### config.mk
export PLATFORM = sky130hd
export DESIGN_NAME = branch_resolution_unit
export DESIGN_NICKNAME = d
export VERILOG_FILES = /design/src/rtl/branch_pkg.sv /design/src/rtl/branch_cond_eval.sv /design/src/rtl/branch_resolution_unit.sv
export SDC_FILE = /design/constraint.sdc
export NUM_CORES = 1
export LEC_CHECK = 0
export ABC_AREA = 1
export CORE_MARGIN = 2
export CORE_UTILIZATION = 30
export CTS_BUF_LIST = sky130_fd_sc_hd__clkbuf_16
export DETAILED_ROUTE_END_ITERATION = 8
export PLACE_DENSITY = 0.6
export REMOVE_ABC_BUFFERS = 1
export SKIP_LAST_GASP = 1
export SLEW_MARGIN = 20
export SYNTH_ARGS = -nofsm -noshare
export SYNTH_HDL_FRONTEND = slang
export SYNTH_SLANG_ARGS = --single-unit
### constraint.sdc
create_clock -name clk -period 3.68 [get_ports clk]
set_input_delay 0.368 -clock clk [delete_from_list [all_inputs] [get_ports clk]]
set_output_delay 0.368 -clock clk [all_outputs]
set_load 0.02 [all_outputs]
### src/rtl/branch_pkg.sv
// Shared types and constants for the ID-stage branch resolution logic.
// Optional statistics counters are enabled with the BRANCH_STATS_EN macro.
package branch_pkg;

    localparam int unsigned PC_W_DEF = 16;
    localparam int unsigned CNT_W    = 16;
    localparam int unsigned COND_W   = 3;

    typedef enum logic [COND_W-1:0] {
        NEQ    = 3'b000,
        EQ     = 3'b001,
        GT     = 3'b010,
        LT     = 3'b011,
        GTE    = 3'b100,
        LTE    = 3'b101,
        OVFL   = 3'b110,
        UNCOND = 3'b111
    } cond_t;

    typedef enum logic [0:0] {
        NORMAL  = 1'b0,
        RECOVER = 1'b1
    } brstate_t;

    // Saturating increment for the statistics counters.
    function automatic logic [CNT_W-1:0] sat_inc(input logic [CNT_W-1:0] val);
        sat_inc = (val == {CNT_W{1'b1}}) ? val : val + CNT_W'(1);
    endfunction

endpackage

### src/rtl/branch_cond_eval.sv
// Combinational evaluation of a branch condition code against the Z/N/V flags.
module branch_cond_eval
    import branch_pkg::*;
(
    input  logic [COND_W-1:0] branch_cond,
    input  logic              flag_Z,
    input  logic              flag_N,
    input  logic              flag_V,
    output logic              cond_true
);

    cond_t w_cond;

    always_comb begin
        w_cond    = cond_t'(branch_cond);
        cond_true = 1'b0;
        unique case (w_cond)
            NEQ:     cond_true = ~flag_Z;
            EQ:      cond_true = flag_Z;
            GT:      cond_true = ~flag_Z & ~flag_N;
            LT:      cond_true = flag_N;
            GTE:     cond_true = flag_Z | (~flag_Z & ~flag_N);
            LTE:     cond_true = flag_N | flag_Z;
            OVFL:    cond_true = flag_V;
            UNCOND:  cond_true = 1'b1;
            default: cond_true = 1'b0;
        endcase
    end

endmodule

### src/rtl/branch_resolution_unit.sv
// ID-stage branch resolution: carries the IF-stage prediction, resolves the branch,
// drives the predictor update bus and redirect/flush. BRANCH_STATS_EN adds counters.
module branch_resolution_unit
    import branch_pkg::*;
#(
    parameter int unsigned PC_W = PC_W_DEF
)
(
    input  logic              clk,
    input  logic              rst,
    input  logic              enable,
    input  logic [PC_W-1:0]   PC_curr,
    input  logic [PC_W-1:0]   PC_next,
    input  logic              predicted_taken,
    input  logic [PC_W-1:0]   predicted_target,
    input  logic              is_branch,
    input  logic [COND_W-1:0] branch_cond,
    input  logic              flag_Z,
    input  logic              flag_N,
    input  logic              flag_V,
    input  logic [PC_W-1:0]   branch_target,
    output logic [PC_W-1:0]   IF_ID_PC_curr,
    output logic              was_branch,
    output logic              actual_taken,
    output logic [PC_W-1:0]   actual_target,
    output logic              branch_mispredicted,
    output logic              flush_IF_ID,
    output logic [PC_W-1:0]   redirect_PC
`ifdef BRANCH_STATS_EN
    ,
    output logic [CNT_W-1:0]  branch_count,
    output logic [CNT_W-1:0]  mispredict_count
`endif
);

    logic [PC_W-1:0] r_pc;
    logic [PC_W-1:0] r_pc_next;
    logic            r_pred_taken;
    logic [PC_W-1:0] r_pred_target;
    logic            r_valid;
    brstate_t        r_state;

    logic            w_cond_true;
    logic            w_was_branch;
    logic            w_actual_taken;
    logic [PC_W-1:0] w_actual_target;
    logic            w_dir_miss;
    logic            w_tgt_miss;
    logic            w_mispred;
    logic [PC_W-1:0] w_redirect;

    branch_cond_eval u_cond_eval (
        .branch_cond (branch_cond),
        .flag_Z      (flag_Z),
        .flag_N      (flag_N),
        .flag_V      (flag_V),
        .cond_true   (w_cond_true)
    );

    // Resolution is combinational on the IF/ID slot; update outputs stay 0 unless a real branch resolves.
    always_comb begin
        w_was_branch    = enable & r_valid & is_branch & (r_state == NORMAL);
        w_actual_taken  = w_was_branch & w_cond_true;
        w_actual_target = w_was_branch ? branch_target : '0;
        w_dir_miss      = r_pred_taken != w_actual_taken;
        w_tgt_miss      = w_actual_taken & (r_pred_target != w_actual_target);
        w_mispred       = w_was_branch & (w_dir_miss | w_tgt_miss);
        w_redirect      = '0;
        if (w_mispred) begin
            w_redirect = w_actual_taken ? w_actual_target : r_pc_next;
        end
    end

    assign IF_ID_PC_curr       = r_pc;
    assign was_branch          = w_was_branch;
    assign actual_taken        = w_actual_taken;
    assign actual_target       = w_actual_target;
    assign branch_mispredicted = w_mispred;
    assign flush_IF_ID         = w_mispred;
    assign redirect_PC         = w_redirect;

    // IF/ID prediction slot and recovery FSM; a flushed capture becomes a bubble.
    always_ff @(posedge clk) begin
        if (rst) begin
            r_pc          <= '0;
            r_pc_next     <= '0;
            r_pred_taken  <= 1'b0;
            r_pred_target <= '0;
            r_valid       <= 1'b0;
            r_state       <= NORMAL;
        end else if (enable) begin
            r_pc          <= PC_curr;
            r_pc_next     <= PC_next;
            r_pred_taken  <= predicted_taken;
            r_pred_target <= predicted_target;
            r_valid       <= ~w_mispred;
            unique case (r_state)
                NORMAL:  r_state <= w_mispred ? RECOVER : NORMAL;
                RECOVER: r_state <= NORMAL;
                default: r_state <= NORMAL;
            endcase
        end
    end

`ifdef BRANCH_STATS_EN
    logic [CNT_W-1:0] r_branch_count;
    logic [CNT_W-1:0] r_mispredict_count;

    // Saturating resolved-branch and misprediction counters.
    always_ff @(posedge clk) begin
        if (rst) begin
            r_branch_count     <= '0;
            r_mispredict_count <= '0;
        end else if (enable) begin
            if (w_was_branch) begin
                r_branch_count <= sat_inc(r_branch_count);
            end
            if (w_mispred) begin
                r_mispredict_count <= sat_inc(r_mispredict_count);
            end
        end
    end

    assign branch_count     = r_branch_count;
    assign mispredict_count = r_mispredict_count;
`endif

endmodule

==> impl_results.md <==
- Critical Path Start Type: input pin
- Sequential share of the synthesized area: 0.4000
- CTS tree: built
- Total track usage: 0.1809
- Hold_buf cts: 0
- CP Buf/Inv Count: 4
- Crit. End Element: output pin
- Sequential power share: 0.428
- Max-Cap Viols: 0
- Crit path DAT: 2.89 ns
- Most common library cells after synthesis: nor2_1, nand2_1, dfxtp_1
- Largest net degree at the start of global routing: 61
- Slowest stage cell on the critical path: clkdlybuf4s50_1
- Die Area: 9262 um^2
- Worst Hold Class: flop to flop
- Syn_area_per_cell: 6.349 um^2
- First-pass GRT wire length: 13.03 mm
- Number of synthesized flops with an enable pin: 0
- Row count: 33
- Peak supply drop: 0.0002033 V
- Synth top area share: 0.4000
- # nets final: 593
- Remaining Overflow, GRT: 0
- Pwr/cell area: 351.7 nW/um^2
- Combinational Power Share: 0.200
- Post-DRT Antenna Nets: 0
- Power Internal: 1.057 mW
- Antenna Cells: 0
- Worst rel slew slack: 0.3213
- Input/output buffers: 126
- Clock power share: 0.372
- Max stage delay on crit path: 0.63 ns
- Vias: 2864
- Status: finished, final reports clean
- Leak Pwr: 1.765 nW
- Worst hold slack: 0.4748 ns
- Crit-path cells: clkdlybuf4s50_1 > nand2_2 > nor2_4 > buf_12 > nand3_2 > inv_2 > nand2_1 > a21oi_1 > clkdlybuf4s50_1
- Max H-tree Level: 2
- GP Congestion: 0.8264
- Die height: 96.24 um
- Top-count cell post-synth: nor2_1
- Post-route clock period utilization: 0.8863
- #FFs+latches synth: 51
- Critical path class: input pin to output pin
- DRC viols: 0
- Total clock sinks: 51
- Die X: 96.24 um
- Worst clock skew: 0.007524 ns
- Area delta synth->final: 58.48%
- Dpl cells: 616
- Req. time, crit path: 3.31 ns
- Synth warnings: 0
- RSZ-0062 raised after global routing: false
- Cts repair resizes: 0
- Synthesized area: 2552 um^2
- Hold Vio Cnt, Final: 0
- Core area: 8217 um^2
- Area leader, netlist: dfxtp_1
- HPWL Detailed: 5.795 mm
- I/O pins: 127
- Clock Path Buffers: 2
- CP dominant cell by count: clkdlybuf4s50_1
- DRT iter0 DRCs: 128
- Wire length per cell: 13.23 um
- Final min period: 3.262 ns
- Pin slew with the least headroom to its limit: 1.017 ns
- Maximum fanout along the worst path: 20
- Cts bufs inserted: 5
- TNS Setup: 0 ns
- Switching pwr: 0.3662 mW
- Post-synthesis instance total: 402
- Synth async-reset ratio: 0
- Synth cell types: 20
- Vias in the first global route: 2714
- Filler instances: 860
- Main synth FF type: dfxtp_1
- Post-Route WL: 8.253 mm
- Count of pins over their slew limit: 0
- Clock slew at reported path FFs: 0.07 ns
- Initial Utilization: 0.3106
- DRT Pass-1 Iters: 4
- Switch share: 0.2574
- F_max: 0.3066 GHz
- Post-CTS Setup Bufs: 0
- Root buffer selected by CTS: clkbuf_16
- Post-route insts no fill: 624
- Delay-heaviest family, CP: buffers and inverters
- Worst-skew pair later-pin latency: 0.29 ns
- Initial antenna violation count: 0
- Setup violations, final: 0
- Share of cells above drive strength 1: 0.04432
- Vias per inst: 4.590
- Most area-consuming cells after synthesis: dfxtp_1, nor2_1, nand2_1, o21ai_0, a21oi_1
==> power groups by stage <==
stage | Clock (mW) | Sequential (mW) | Combinational [mW]
after floorplan | 0 | 0.633 | 0.110
after global placement | 0 | 0.620 | 0.285
after detailed placement | 0 | 0.622 | 0.285
after CTS | 0.546 | 0.609 | 0.287
after global routing | 0.566 | 0.614 | 0.316
final | 0.529 | 0.609 | 0.284
==> state kept, by name, summed over array words and instances, names as in the netlist <==
| signal | count |
|---|---|
| r_state | 1 |
| IF_ID_PC_curr | 16 |
| r_pc_next | 16 |
| r_valid | 1 |
| r_pred_taken | 1 |
| r_pred_target | 16 |
==> logic make-up after synthesis <==
logic type             count (synthesis)  share of synthesized area
AOI/OAI and AO/OA                     79                     0.1559
DFF                                   51                     0.4000
and+or+nand+nor                      213                     0.3451
buffers and inverters                 59                    0.09901
==> placed cells by master (no fill, tap or decap), drive strengths merged <==
cell,netlist,final
clkdlybuf4s50,0,126
nor2,98,98
nand2,92,92
dfxtp,51,51
o21ai,50,50
inv,37,39
a21oi,28,28
nand3,17,17
nand3b,6,6
clkbuf,15,5
buf,6,4
o211ai,1,1
bufinv,0,1
clkinv,1,1
==> cell type report <==
class | instances | area, um^2 | area share
clock buffer | 5 | 125.1 | 0.03093
clock inverter | 3 | 42.54 | 0.01052
inverter | 38 | 142.6 | 0.03526
multi-input combinational | 292 | 1279 | 0.3161
sequential | 51 | 1021 | 0.2524
tap | 105 | 131.4 | 0.03248
timing repair buffer | 130 | 1304 | 0.3223
==> stage by stage <==
stage / area [um^2] / setup WS [ns] / power [mW] / utilization
floorplan: 2442 / 1.344 / 0.7425 / -
global placement: 3877 / 0.4510 / 0.9053 / 0.4719
detailed placement: 3877 / 0.4056 / 0.9067 / 0.4719
CTS: 4045 / 0.4020 / 1.443 / 0.4923
global route: 4045 / 0.1842 / 1.496 / 0.4923
finish: 4045 / 0.4184 / 1.423 / 0.4923
==> layer usage <==
| layer | global-route usage | share of wire | vias to the layer above |
|---|---|---|---|
| met5 | 0 | 0 | - |
| met4 | 0.03214 | 0.0027 | 0 |
| met3 | 0.05795 | 0.083 | 2 |
| met2 | 0.3032 | 0.47 | 78 |
| met1 | 0.2291 | 0.44 | 1292 |
| li1 | - | - | 1492 |
==> worst reg2reg max path, cell delays in order, from the launching register on <==
cell,delay [ns]
dfxtp_1,0.33
inv_1,0.05
nand2_1,0.08
nor2_4,0.18
buf_12,0.18
nand2_1,0.08
nand2_1,0.06
nand2_1,0.05
nor2_1,0.12
nand2_1,0.08
nor2_2,0.10
nand3_2,0.09
nand2_4,0.22
nand2_2,0.06
a21oi_1,0.12
==> worst paths after layout <==
| path | from | to | slack, ns | cells after the start |
|---|---|---|---|---|
| max | enable | redirect_PC[3] | 0.42 | 9 |
| max reg2reg | r_state | r_valid | 1.81 | 14 |
| min | r_pred_target[6] | r_pred_target[6] | 0.47 | 2 |
| min reg2reg | r_pred_target[6] | r_pred_target[6] | 0.47 | 2 |
Note: power is estimated with default switching activity, not from simulation.
